## src/rtl/seven_seg_digit_driver.sv

```systemverilog
// Cathode driver for a 4-digit, active-low 7-segment display scanned by an external anode scanner.
// Optional leading-zero blanking is compiled in with `define SEVSEG_LEADING_ZERO_BLANK_EN.
module seven_seg_digit_driver #(
  parameter int unsigned BLANK_CYCLES = 2,
  parameter logic [3:0]  DIGIT0_ANODE = 4'b1110
) (
  input  logic        clock,
  input  logic        reset,
  input  logic [3:0]  anode,
  input  logic        load_valid,
  input  logic [15:0] load_data,
  input  logic [3:0]  load_dp,
  output logic        load_ready,
  output logic [6:0]  segments,
  output logic        dp,
  output logic        frame_done,
  output logic        anode_error,
  output logic        dbg_load_state
);

  // Handshake: a load transfers on a rising edge where load_valid && load_ready;
  // load_ready is low from the transfer until the frame boundary that commits it.

  localparam int CNT_W = (BLANK_CYCLES < 2) ? 1 : $clog2(BLANK_CYCLES + 1);
  localparam logic [CNT_W-1:0] BLANK_LOAD = CNT_W'(BLANK_CYCLES);
  localparam logic [6:0] SEG_OFF = 7'h7F;

  typedef enum logic {ST_IDLE = 1'b0, ST_PENDING = 1'b1} load_state_t;

  function automatic logic one_cold(input logic [3:0] a);
    return (a == 4'b1110) || (a == 4'b1101) || (a == 4'b1011) || (a == 4'b0111);
  endfunction

  function automatic logic [1:0] cold_index(input logic [3:0] a);
    logic [1:0] idx;
    idx = 2'd0;
    case (a)
      4'b1101: idx = 2'd1;
      4'b1011: idx = 2'd2;
      4'b0111: idx = 2'd3;
      default: idx = 2'd0;
    endcase
    return idx;
  endfunction

  // Active-low patterns, bit order g..a.
  function automatic logic [6:0] hex_to_seg(input logic [3:0] n);
    logic [6:0] s;
    s = SEG_OFF;
    case (n)
      4'h0: s = 7'b1000000;
      4'h1: s = 7'b1111001;
      4'h2: s = 7'b0100100;
      4'h3: s = 7'b0110000;
      4'h4: s = 7'b0011001;
      4'h5: s = 7'b0010010;
      4'h6: s = 7'b0000010;
      4'h7: s = 7'b1111000;
      4'h8: s = 7'b0000000;
      4'h9: s = 7'b0010000;
      4'hA: s = 7'b0001000;
      4'hB: s = 7'b0000011;
      4'hC: s = 7'b1000110;
      4'hD: s = 7'b0100001;
      4'hE: s = 7'b0000110;
      4'hF: s = 7'b0001110;
      default: s = SEG_OFF;
    endcase
    return s;
  endfunction

  load_state_t      r_state;
  logic [3:0]       r_anode_q;
  logic [15:0]      r_shadow_data;
  logic [3:0]       r_shadow_dp;
  logic [15:0]      r_active_data;
  logic [3:0]       r_active_dp;
  logic [CNT_W-1:0] r_blank_cnt;
  logic             r_load_ready;
  logic             r_frame_done;
  logic             r_anode_error;
  logic [6:0]       r_segments;
  logic             r_dp;

  logic             w_anode_change;
  logic             w_frame_next;
  logic             w_commit;
  logic [15:0]      w_disp_data;
  logic [3:0]       w_disp_dp;
  logic [1:0]       w_digit;
  logic [3:0]       w_nibble;
  logic             w_dp_bit;
  logic             w_legal;
  logic             w_lz_blank;
  logic             w_off;

  // Change and boundary are judged one edge early against the incoming anode, so the
  // registered flags line up exactly with the cycle the new pattern sits in r_anode_q.
  assign w_anode_change = (anode != r_anode_q);
  assign w_frame_next   = (anode == DIGIT0_ANODE) && (r_anode_q != DIGIT0_ANODE) && one_cold(r_anode_q);

  // A commit shows on digit 0 immediately by bypassing the shadow into the decoder.
  assign w_commit    = (r_state == ST_PENDING) && r_frame_done;
  assign w_disp_data = w_commit ? r_shadow_data : r_active_data;
  assign w_disp_dp   = w_commit ? r_shadow_dp   : r_active_dp;
  assign w_legal     = one_cold(r_anode_q);
  assign w_digit     = cold_index(r_anode_q);
  assign w_nibble    = w_disp_data[{w_digit, 2'b00} +: 4];
  assign w_dp_bit    = w_disp_dp[w_digit];

`ifdef SEVSEG_LEADING_ZERO_BLANK_EN
  always_comb begin
    w_lz_blank = 1'b0;
    case (w_digit)
      2'd3: w_lz_blank = (w_disp_data[15:12] == 4'h0)  && !w_disp_dp[3];
      2'd2: w_lz_blank = (w_disp_data[15:8]  == 8'h00) && !w_disp_dp[2];
      2'd1: w_lz_blank = (w_disp_data[15:4]  == 12'h0) && !w_disp_dp[1];
      default: w_lz_blank = 1'b0;
    endcase
  end
`else
  assign w_lz_blank = 1'b0;
`endif

  assign w_off = !w_legal || (r_blank_cnt != '0) || w_lz_blank;

  always_ff @(posedge clock or negedge reset) begin
    if (!reset) begin
      r_anode_q     <= 4'hF;
      r_frame_done  <= 1'b0;
      r_anode_error <= 1'b0;
      r_blank_cnt   <= '0;
      r_segments    <= SEG_OFF;
      r_dp          <= 1'b1;
    end else begin
      r_anode_q     <= anode;
      r_frame_done  <= w_frame_next;
      r_anode_error <= !one_cold(anode);
      if (w_anode_change) begin
        r_blank_cnt <= BLANK_LOAD;
      end else if (r_blank_cnt != '0) begin
        r_blank_cnt <= r_blank_cnt - CNT_W'(1);
      end
      r_segments <= w_off ? SEG_OFF : hex_to_seg(w_nibble);
      r_dp       <= w_off ? 1'b1 : !w_dp_bit;
    end
  end

  // Load FSM: shadow is written on acceptance, active only at a frame boundary.
  always_ff @(posedge clock or negedge reset) begin
    if (!reset) begin
      r_state       <= ST_IDLE;
      r_load_ready  <= 1'b1;
      r_shadow_data <= '0;
      r_shadow_dp   <= '0;
      r_active_data <= '0;
      r_active_dp   <= '0;
    end else begin
      case (r_state)
        ST_IDLE: begin
          if (load_valid) begin
            r_shadow_data <= load_data;
            r_shadow_dp   <= load_dp;
            r_state       <= ST_PENDING;
            r_load_ready  <= 1'b0;
          end
        end
        ST_PENDING: begin
          if (r_frame_done) begin
            r_active_data <= r_shadow_data;
            r_active_dp   <= r_shadow_dp;
            r_state       <= ST_IDLE;
            r_load_ready  <= 1'b1;
          end
        end
        default: begin
          r_state      <= ST_IDLE;
          r_load_ready <= 1'b1;
        end
      endcase
    end
  end

  assign load_ready     = r_load_ready;
  assign segments       = r_segments;
  assign dp             = r_dp;
  assign frame_done     = r_frame_done;
  assign anode_error    = r_anode_error;
  assign dbg_load_state = (r_state == ST_PENDING);

endmodule

```

## config.mk

```make
export PLATFORM = sky130hd
export DESIGN_NAME = seven_seg_digit_driver
export DESIGN_NICKNAME = d
export VERILOG_FILES = /design/src/rtl/seven_seg_digit_driver.sv
export SDC_FILE = /design/constraint.sdc
export NUM_CORES = 1
export LEC_CHECK = 0
export ABC_AREA = 1
export CORE_MARGIN = 10
export CORE_UTILIZATION = 56
export CTS_CLUSTER_SIZE = 28
export DETAILED_ROUTE_END_ITERATION = 10
export DONT_BUFFER_PORTS = 1
export GPL_TIMING_DRIVEN = 0
export PLACE_DENSITY_LB_ADDON = 0.3
export SETUP_SLACK_MARGIN = 0.05
export SYNTH_ARGS = -nofsm -noshare
export SYNTH_HDL_FRONTEND = slang
export SYNTH_SLANG_ARGS = --single-unit
```

## constraint.sdc

```tcl
create_clock -name clock -period 1.9 [get_ports clock]
set_input_delay 0.57 -clock clock [delete_from_list [all_inputs] [get_ports clock]]
set_output_delay 0.57 -clock clock [all_outputs]
set_load 0.02 [all_outputs]
```

---- After elaboration in Yosys (flattened, before gate mapping) ----
Memory sizes are Yosys's and may differ from the RTL's.
Index checks and enable logic that the tools add are counted.
Widths: inputs -> output; s select.
word-level totals
  memories kept ........................... 1
  output and inout bits ................... 12
  logic and storage cells ................. 62
  input bits .............................. 27
  register bits ........................... 58
  bits in read-only memories .............. 112
cells by class
  mux-type cells .......................... 15
  bitwise gates (word level) .............. 1
  order comparisons ....................... 1
  equal/unequal tests ..................... 12
  shift-type cells ........................ 1
  reductions and logical operators ........ 18
  add/subtract/negate cells ............... 1
memories
  name             words  width  read ports  clocked after memory_dff  wr ports  RTL line  RTL
  (no name shown)  16     7      1           0                         0         50        case (n)
operator list
  cell                 number
  $eq 4x4->1 const B   6
  $mux 16              1
  $shiftx 16x5->4      1
  $eq 4x3->1 const B   2
  $logic_or 1x1->1     7
  $mux 7               1
  $mux 1               6
  $pmux 2 s3           1
  $reduce_and 2->1     3
  $mux 2               2
  $mux 4               1
  $ne 4x4->1           1
  $ne 4x4->1 const B   1
  $pmux 1 s2           2
  $reduce_bool 2->1    2
  $logic_and 1x1->1    3
  $logic_not 1->1      3
  $lt 2x3->1 const B   1
  $bmux 1 s2           1
  $ne 2x1->1 const B   1
  $ne 2x2->1 const B   1
  $sub 2x1->2 const B  1
  $not 1->1            1

---- Logic depth before layout (Yosys ltp) ----
Gate-level depths: netlist of run 1.
  depth after elaboration ................. 7
  gate-level depth with buffers ........... 16
  gate-level depth less buffers ........... 14

---- Worst setup path before layout of run 1 ----
OpenSTA, ideal clock, no wires.
  kind .................................... register -> register
  from .................................... reg r_state, in the netlist dbg_load_state
  to ...................................... reg r_segments[3], in the netlist segments[3]
  library setup time ...................... 0.084 ns
  required time ........................... 1.816 ns
  buffers on the path ..................... 3
  setup slack ............................. -0.146 ns
  stages on the path, launching flop included .. 15
  arrival ................................. 1.962 ns
  period minus slack after synthesis ...... 2.046 ns
  cell sequence ........................... dfrtp_1 -> buf_4 -> nand2_4 -> buf_6 -> buf_6 -> nand2_1 -> nand2_1 -> nand2_1 -> nand3_1 -> nand2_1 -> inv_1 -> ha_1 -> nand3b_1 -> nand3_1 -> nand3_1
on the way
  cells in the longest elaborated chain, start to end .. 5
ends and longest elaborated chain
  item                    RTL line  RTL
  from (decl)             72        load_state_t r_state;
  from (signal assigned)  152       r_state <= ST_IDLE;
  from (signal assigned)  164       r_state <= ST_PENDING;
  from (signal assigned)  172       r_state <= ST_IDLE;
  $logic_and 1x1->1       103       assign w_commit = (r_state == ST_PENDING) && r_frame_done;
  $mux 16                 104       assign w_disp_data = w_commit ? r_shadow_data : r_active_data;
  $shiftx 16x5->4         108       assign w_nibble = w_disp_data[{w_digit, 2'b00} +: 4];
  $mem_v2 16x7            --
  $mux 7                  144       r_segments <= w_off ? SEG_OFF : hex_to_seg(w_nibble);
  to (signal assigned)    144
  to (decl)               82        logic [6:0] r_segments;
Every way passes these cells.
A chain may end at the register's enable or synchronous reset.

---- Worst setup path in the final report of run 1 ----
  from .................................... reg r_frame_done, in the netlist frame_done
  to ...................................... reg r_segments[3], in the netlist segments[3]
on the way
  cells in the longest elaborated chain, start to end .. 5
ends and longest elaborated chain
  item                    RTL line  RTL
  from (decl)             80        logic r_frame_done;
  from (signal assigned)  137       r_frame_done <= w_frame_next;
  $logic_and 1x1->1       103
  $mux 16                 104
  $shiftx 16x5->4         108
  $mem_v2 16x7            --
  $mux 7                  144
Every way passes these cells.

==> results.yml, run 1 <==
synth:
  synthFlopType: "dfrtp_1"
  synthTopCellsByArea: "dfrtp_1 40%, nand2_1 13%, dfstp_2 12%, mux2_2 7.6%, nand3_1 6.4%"
  synth.avg_cell_area_sq_um: 9.61
  netlist_instances: 293
  synth_edf_count: 0
  ys_seq_area_share_pct: 52.1
  synth_nets: 327
  yosysUniqueCellTypes: 32
  yosysTopAreaCell: "dfrtp_1"
  async_reset_ff_share_pct: 100
  ys_warn_count: 0
  netlist_area_sq_um: 2820
  yosysTopAreaCellShare_pct: 40.0
  ys_seq_elements: 58
drt:
  drt.antenna.violating_nets: 0
  drt_iter0_markers: 178
  wl_mm: 6.96
  drtPass1Iterations: 4
  viasPerCell: 5.54
  post-route-drc-count: 0
  dr_total_vias: 2260
  wire_per_inst_um: 17.0
place:
  dp.cells: 360
  gp_congestion: 0.837
  port_buffers: 0
  hpwl_mm: 3.91
  place_area_sq_um: 2910
pwr:
  p_per_area_nw_per_um2: 1200
  p_leak_uw: 0.00175
  vdd_drop_max_mv: 0.849
global_route:
  grt_max_degree: 46
  gr-max-usage-layer: "met2"
  antenna_found_initial: 1
  use_met3_pct: 6.07
  gr-usage-met2_pct: 26.9
  gr-total-overflow: 0
  met1_usage_pct: 18.0
  track_usage_pct: 16.1
  grt_pass1_vias: 2269
  grt_pass1_wl_mm: 10.7
sta:
  maxSlewViolCount: 0
  rsz0062_at_grt: "yes"
  max_freq_ghz: 0.492
  tightest_slew_ps: 529
  timing.final.crit_period_ps: 2030
  post-route-period-util_pct: 107
  holdWs_ps: 69.9
  finalSetupViolations: 6
  relSlewSlack_pct: 64.4
  clock_skew_ps: 9.92
  layout_setup_ws_ps: -133
  hold_viol: 0
  setup-tns-final_ps: -693
setup_path:
  crit_arrival_ps: 2300
  cp_num_cells: 14
  cp_max_fo: 7
  r2r_slack_ps: -130
  crit_path_end: "segments[3]$_DFF_PN1_"
  reg2regPathDepth: 14
  cpPeakStageDelay_ps: 460
  start_kind: "flip-flop"
  required_ps: 2170
  crit_buf_inv: 4
  r2r_start: "frame_done$_DFF_PN0_"
  worstSetupStartpoint: "frame_done$_DFF_PN0_"
  cp_top_family: "simple AND/OR/NAND/NOR gates"
  worstSetupPathType: "flip-flop to flip-flop"
  path_cells: "buf_6 > nand2_8 > buf_8 > buf_8 > nand2_2 > nand2_2 > nand2_1 > nand3_2 > nand2_4 > inv_4 > ha_4 > nand3b_1 > nand3_1 > nand3_1"
  worstReg2RegEnd: "segments[3]$_DFF_PN1_"
  slowest_stage: "dfrtp_2"
  end_kind: "flip-flop"
clock_network:
  cts.clk_slew.worst_paths_ps: 70
  clkSinkCount: 58
  clockRootBuffer: "clkbuf_8"
  htree_levels: 3
  cts_buffers: 9
  cts_tree: "built"
  clk-insertion-delay-late_ps: 340
  clk_path_buf_depth: 2
floorplan:
  die_area_sq_um: 8260
  rows: 25
  coreArea_sq_um: 4790
  die_w_um: 90.9
  start_util_pct: 58.8
  die_y_um: 90.9
  io_pins: 39
min_path:
  hp-class: "input pin to asynchronous set/reset pin"
layout:
  instances_no_fill: 408
  fin_area_sq_um: 3570
  antenna_cells: 0
  layout-drive-gt1-share_pct: 44.3
  areaGrowthSynthToFinish_pct: 26.7
  layout.nets: 370
status:
  outcome: "finished with violations"
  violations: "negative setup slack"
job:
  maxCapViolCount: 0
[sequential cells by signal (all words and copies together) (netlist names)]
signal / count
r_active_data: 16
r_shadow_data: 16
segments: 7
r_active_dp: 4
r_anode_q: 4
r_shadow_dp: 4
r_blank_cnt: 2
anode_error: 1
dbg_load_state: 1
dp: 1
frame_done: 1
load_ready: 1
[placed cells by master (no fill, tap or decap), types with 7 or more instances in the layout]
cell type  instances
nand2_1           77
dfrtp_1           43
buf_4             30
nand3_1           25
nand2_2           22
mux2_2            19
nand3_2           13
clkbuf_8          13
dfstp_2           13
inv_1             12
nand2_4            7
o21ai_0            7
[worst register-to-register path, stage by stage (launching register included)]
cell,delay (ps)
dfrtp_2,460
buf_6,150
nand2_8,60
buf_8,130
buf_8,130
nand2_2,50
nand2_2,60
nand2_1,80
nand3_2,90
nand2_4,140
inv_4,60
ha_4,200
nand3b_1,180
nand3_1,90
nand3_1,70
[logic make-up (layout without fill, tap and decap cells)]
| kind of cell | Yosys count | in the layout | synth area share (%) |
|---|---|---|---|
| XOR/XNOR | 5 | 5 | 1.56 |
| buffers and inverters | 28 | 76 | 5.64 |
| AND/OR/NAND/NOR | 160 | 160 | 26.6 |
| adder cells (fa/ha/maj) | 7 | 7 | 3.11 |
| flip-flops | 58 | 58 | 52.1 |
| multiplexers | 19 | 19 | 7.60 |
| AO/OA/AOI/OAI | 16 | 16 | 3.33 |
[timing repair]
| action | CTS | global route |
|---|---|---|
| endpoints found under the setup margin | 7 | 9 |
| pin swaps | 13 | 20 |
| gates resized for setup | 12 | 40 |
| hold buffers | 1 | 0 |
| buffers inserted | 30 | 5 |
| endpoints found under the hold margin | 45 | 0 |
[layer usage]
metal	share of wire, %	wire length [um]	vias up
met2	50	3460	103
met5	0.10	7	-
met1	41	2830	1088
li1	-	-	1042
met4	3.1	215	2
met3	6.3	437	25
[synth_stat cells (5+ instances only)]
master / n
nand2_2: 5
nand2_1: 97
ha_1: 7
mux2_2: 19
nor2_1: 5
dfrtp_1: 45
inv_1: 15
o21ai_0: 8
dfstp_2: 13
xor2_1: 5
nand3_1: 36
nand2_4: 5
[cell type report]
cell class	count	area (sq um)
fill	299	1220
sequential	58	1470
buffer	7	82.6
clock buffer	14	183
tap	67	83.8
clock inverter	2	10.0
multi-input combinational	207	1380
timing repair buffer	33	275
inverter	20	87.6
[report_power, final]
group	internal (uW)	switching (uW)
clock	612	480
sequential	1620	214
combinational	622	717
total	2850	1410
[worst min path at each step]
stage | to | slack (ps)
2_1_floorplan | anode_error$_DFF_PN0_ | 270
3_3_place_gp | r_shadow_data[7]$_DFFE_PN0P_ | 280
3_5_place_dp | r_active_data[3]$_DFFE_PN0N_ | 280
4_1_cts | segments[5]$_DFF_PN1_ | 60
5_1_grt | load_ready$_DFFE_PN1P_ | 50
6_report | segments[5]$_DFF_PN1_ | 70
[through the flow]
| stage | total power (uW) | worst slack (ps) | utilization, % |
|---|---|---|---|
| finish | 4260 | -133 | 74.5 |
| global route | 4520 | -247 | 74.5 |
| CTS | 4060 | -85.8 | 70.9 |
| detailed placement | 2790 | -221 | 60.9 |
| global placement | 2730 | -191 | 60.9 |
| floorplan | 2580 | 18.9 | - |
No activity file was read; power rests on OpenSTA's default activity.
==> run 2: changes to the inputs <==
CELL_PAD_IN_SITES_DETAIL_PLACEMENT = 0   (was default)
CELL_PAD_IN_SITES_GLOBAL_PLACEMENT = 1   (was default)
CORE_UTILIZATION = 44   (was 56)
==> results.yml, run 2 (synthesized netlist as in run 1, its figures left out) <==
status:
  outcome: "finished with violations"
  violations: "negative setup slack"
layout:
  areaGrowthSynthToFinish_pct: 29.1
  instances_no_fill: 418
  fill_cells: 530
  fin_area_sq_um: 3630
  antenna_cells: 0
  final_common_cell: "nand2_1"
  layout-drive-gt1-share_pct: 42.5
  layout.nets: 370
  layout_common_cells: "81 x nand2_1, 43 x dfrtp_1, 24 x nand3_1"
global_route:
  track_usage_pct: 13.6
  grt_pass1_vias: 2186
  gr-total-overflow: 0
  grt_max_degree: 46
  antenna_found_initial: 0
  grt_pass1_wl_mm: 10.7
sta:
  maxSlewViolCount: 0
  finalSetupViolations: 6
  holdWs_ps: 60.3
  max_freq_ghz: 0.507
  post-route-period-util_pct: 104
  hold_viol: 0
  relSlewSlack_pct: 64.8
  clock_skew_ps: 10.4
  layout_setup_ws_ps: -70.9
  rsz0062_at_grt: "yes"
  tightest_slew_ps: 528
  timing.final.crit_period_ps: 1970
setup_path:
  r2r_start: "frame_done$_DFF_PN0_"
  worstSetupPathType: "flip-flop to flip-flop"
  worstReg2RegEnd: "r_active_data[13]$_DFFE_PN0N_"
  worstSetupStartpoint: "frame_done$_DFF_PN0_"
  path_cells: "buf_6 > nand2_8 > buf_8 > buf_8 > nand2_4 > nand2_4 > buf_4 > buf_6 > buf_6 > buf_6 > buf_6 > buf_6 > buf_6 > buf_6"
  end_kind: "flip-flop"
  crit_path_end: "r_active_data[13]$_DFFE_PN0N_"
  crit_path_frequent_cell: "buf_6"
  start_kind: "flip-flop"
  cp_max_fo: 7
  required_ps: 2150
  slowest_stage: "dfrtp_2"
  crit_arrival_ps: 2220
  cpPeakStageDelay_ps: 450
  r2r_slack_ps: -70
  reg2regPathDepth: 14
place:
  dp.cells: 370
  gp_congestion: 0.778
  place_area_sq_um: 2930
  hpwl_mm: 4.04
  port_buffers: 0
floorplan:
  coreArea_sq_um: 6280
  io_pins: 39
  die_area_sq_um: 10000
  die_w_um: 100
  die_y_um: 100
  start_util_pct: 44.8
  rows: 29
pwr:
  pwr-share-comb_pct: 33.9
  seqPwrFrac_pct: 42.7
  p_int_uw: 2820
  p_per_area_nw_per_um2: 1170
  pwr-share-clk_pct: 23.4
  power_uw: 4260
  swShare_pct: 33.7
  p_leak_uw: 0.00176
  p_switching_uw: 1430
  vdd_drop_max_mv: 0.657
drt:
  viasPerCell: 5.14
  post-route-drc-count: 0
  wire_per_inst_um: 16.1
  wl_mm: 6.71
  drt.antenna.violating_nets: 0
  drtPass1Iterations: 4
  drt_iter0_markers: 77
  dr_total_vias: 2147
clock_network:
  cts_buffers: 9
  cts.clk_slew.worst_paths_ps: 70
  clk_path_buf_depth: 2
  clk-insertion-delay-late_ps: 350
  htree_levels: 3
  cts_tree: "built"
  clockRootBuffer: "clkbuf_8"
  clkSinkCount: 58
min_path:
  hp-class: "input pin to asynchronous set/reset pin"
job:
  maxCapViolCount: 0
[run 2: changes by cell type in the layout (fill, tap and decap cells not counted), moves of 2 or more]
cell	change
nand2_2	-7
buf_6	+6
buf_4	-7
nand2_4	+2
clkbuf_1	+3
clkbuf_8	-3
nand2_1	+4
[run 2: stage by stage]
stage / setup slack (ps) / util (%) / setup TNS [ps]
final: -70.9 / 57.9 / -330
after global routing: -171 / 57.9 / -1030
after CTS: -69.2 / 54.5 / -335
after detailed placement: -269 / 46.6 / -1470
after global placement: -272 / 46.6 / -1460
after floorplan: 18.9 / - / 0
[run 2: cell type report]
cell class	count	area, sq um	share of cell area (%)
clock inverter	2	12.5	0.344
inverter	20	92.6	2.55
sequential	58	1470	40.4
clock buffer	14	153	4.20
buffer	7	85.1	2.34
timing repair buffer	33	310	8.54
multi-input combinational	207	1420	38.9
tap	77	96.3	2.65
[run 2: what timing repair did]
item	CTS	global route
endpoints found under the setup margin	7	17
resized for setup	24	41
gates cloned	0	0
hold buffers	1	0
pin swaps	10	17
setup buffers	27	7
endpoints found under the hold margin	45	0
[run 2: routing by layer]
metal,up-vias,global-route usage (%),part of all wire [%],wire length [um]
met3,16,5.56,5.8,390
met2,38,21.8,48,3240
met5,-,0,0,0
met4,0,5.22,2.1,144
met1,1047,16.1,44,2940
li1,1046,-,-,-
[run 2: worst min path at each step]
stage / endpoint / start
detailed placement: r_shadow_data[15]$_DFFE_PN0P_ / reset
floorplan: anode_error$_DFF_PN0_ / reset
global placement: r_shadow_data[3]$_DFFE_PN0P_ / reset
global route: load_ready$_DFFE_PN1P_ / reset
finish: load_ready$_DFFE_PN1P_ / reset
CTS: load_ready$_DFFE_PN1P_ / reset
[run 2: power groups by stage]
stage / clock network, uW / registers (uW) / logic [uW]
2_1_floorplan: 0 / 1780 / 803
3_3_place_gp: 0 / 1820 / 938
3_5_place_dp: 0 / 1840 / 961
4_1_cts: 1020 / 1810 / 1240
5_1_grt: 1080 / 1860 / 1590
6_report: 998 / 1820 / 1440
[run 2: critical path, delay by kind of cell, from the launching register on]
kind          cells  cell delay [ps]
simple gates      3              170
buf+inv          11             1250
flops             1              450
==> run 3: changes to the inputs <==
ABC_CLOCK_PERIOD_IN_PS = 1900   (was default)
SLEW_MARGIN = 25   (was default)
==> results of run 3 <==
The final DEF is identical to that of run 2; final timing and power are the same.
==> variant, RTL diff (flow settings as in run 1) <==
Change the parameter `BLANK_CYCLES` from 2 to 4.
--- a/src/rtl/seven_seg_digit_driver.sv
+++ b/src/rtl/seven_seg_digit_driver.sv
@@ -3,3 +3,3 @@
 module seven_seg_digit_driver #(
-  parameter int unsigned BLANK_CYCLES = 2,
+  parameter int unsigned BLANK_CYCLES = 4,
   parameter logic [3:0]  DIGIT0_ANODE = 4'b1110
Formal check against the unedited RTL: not equivalent (a bounded check fails within 10 cycles, from zero or initial values and one cycle with reset low).
==> variant against run 1 <==
- the flow still finishes with violations (setup timing)
- setup slack worse by 58 ps
- global-route usage is 1.2 points higher
- fmax shrank 2.8%
- total power grew 4.9%
- area after synthesis grew 3.3%
- clock skew rose by 5.4 ps
- wire length down 1.4%
- sequential cell count rose by 1
- final area grew 4.4%
- critical path depth shrank 2
- critical path type unchanged
- largest power group unchanged
==> variant: results (changes against run 1) <==
run_status:
  status: "complete, but fails checks"
  violations: "setup timing"
final_layout:
  multi_input_area_share_pct: 38.4  # -0.14 points
  multi_input_gates: 206  # -0.48%
  nNonClkBuffers: 39  # -2.5%
  clockBufferCount: 14  # unchanged
  inverters: 30  # +50%
  final-seq-area_sq_um: 1500  # +1.7%
  largest_cell_class: "registers"
  buffer_area_share_pct: 9.81  # -0.22 points
  fill_cells: 354  # +18%
  area_share_clock_buf_inv_pct: 5.98  # +0.58 points
  nNetsFinal: 378  # +2.2%
  drive_above_1_share_pct: 41.4  # -2.9 points
yosys:
  synth_commonest_cells: "nand2_1, dfrtp_1, nand3_1, inv_1, mux2_2"
  synth_edf_count: 0  # unchanged
  ys_ff_latch: 59  # +1.7%
  synthCells: 303  # +3.4%
  syn_nets: 336  # +2.8%
  synth_area_leaders: "dfrtp_1, dfstp_2, nand2_1"
  synth_cell_types: 35  # +9.4%
  seq_area_frac_synth_pct: 51.3  # -0.82 points
worst_setup_path:
  r2r_slack_ps: -190  # -60 ps
  cp_max_fo: 6  # -1
  max_stage_delay_ps: 580  # +120 ps
  slowest_stage: "dfstp_2"
  worst_ep_arrival_time_ps: 2350  # +50 ps
clock_network:
  clk_latency_ps: 350
  h-tree-depth: 3  # unchanged
  clk_pin_slew_worst_paths_ps: 70  # about the same
  numCtsBuffers: 9  # unchanged
  clockRootBuffer: "clkbuf_8"
  clk_path_buf_depth: 2  # unchanged
timing:
  worst_pin_slew_ps: 628  # +99.2 ps
  whs_ps: 59.3  # -10.6 ps
  setup_viol: 7  # +1
  finalWorstSetupSlack_ps: -191  # -57.5 ps
  tns_ps: -761  # -68.4 ps
  fin_skew_ps: 15.3  # +5.42 ps
pwr:
  ir_drop_mv: 0.672  # -21%
  p_leak_nw: 1.84  # +5.5%
  power_switching_mw: 1.41  # +0.21%
  combinationalPower_mw: 1.35
drt:
  drcViolationCount: 0  # unchanged
  wl_per_cell_microns: 16.3  # -4.2%
  vias_per_cell: 5.39  # -2.8%
  num_vias: 2262  # +0.088%
  drt_iter0_drc: 159  # -11%
  ant_nets: 0  # unchanged
min_path:
  hp-class: "in2async"
placement:
  dp_hpwl_microns: 3990  # +2.1%
  place_congestion: 0.882  # +5.3%
  dp.cells: 373  # +3.6%
grt:
  grt_max_degree: 47  # +2.2%
  antenna_found_initial: 0  # -1
  grt_use_total_pct: 17.3  # +1.2 points
  grt_pass1_wl_microns: 11600  # +7.8%
  grt_pass1_vias: 2310  # +1.8%
## variant: cell families after synthesis
group	Yosys count	share of synthesized area, %
buffers and inverters	38	6.32
adder cells (fa/ha/maj)	6	2.58
XOR/XNOR	6	1.81
AND/OR/NAND/NOR	154	26.5
AO/OA/AOI/OAI	23	4.90
multiplexers	17	6.58
flip-flops	59	51.3
## variant: per-layer routing
metal / wire length [microns] / vias up / track usage (%) / part of all wire (%)
li1: - / 1061 / - / -
met1: 2850 / 1097 / 20.1 / 42
met2: 3290 / 80 / 28.2 / 48
met3: 477 / 24 / 5.05 / 7.0
met4: 242 / 0 / 9.51 / 3.5
met5: 0 / - / 0 / 0
## variant: metrics by stage
step	power, mW	setup slack (ps)	cell area, sq um
floorplan	2.67	-56.1	2960
CTS	4.38	-92.9	3660
finish	4.47	-191	3720
global route	4.74	-281	3720
detailed placement	2.87	-251	3050
global placement	2.82	-247	3050
## variant: repair_timing
item | CTS | global route
pin swaps | 19 | 10
endpoints found under the hold margin | 46 | 0
setup buffers | 27 | 3
hold buffers | 1 | 0
setup endpoints to repair | 6 | 18
gates resized for setup | 33 | 10
## variant: final timing paths
check	endpoint	depth (start not counted)	startpoint
worst max-delay path	segments[1]$_DFF_PN1_	12	r_anode_q[2]$_DFF_PN1_
worst min-delay path	load_ready$_DFFE_PN1P_	0	reset
worst max register to register	segments[1]$_DFF_PN1_	12	r_anode_q[2]$_DFF_PN1_
worst min register to register	r_active_data[13]$_DFFE_PN0N_	2	r_active_data[13]$_DFFE_PN0N_
max in group asynchronous	frame_done$_DFF_PN0_	1	reset
min in group clock	r_anode_q[0]$_DFF_PN1_	0	anode[0]
## variant: worst max-delay path: cells and delay by family (launching register included)
kind	cells	cell delay, ps
compound gates	1	130
fa+ha+maj	1	240
buf+inv	3	340
flops	1	580
simple gates	7	720
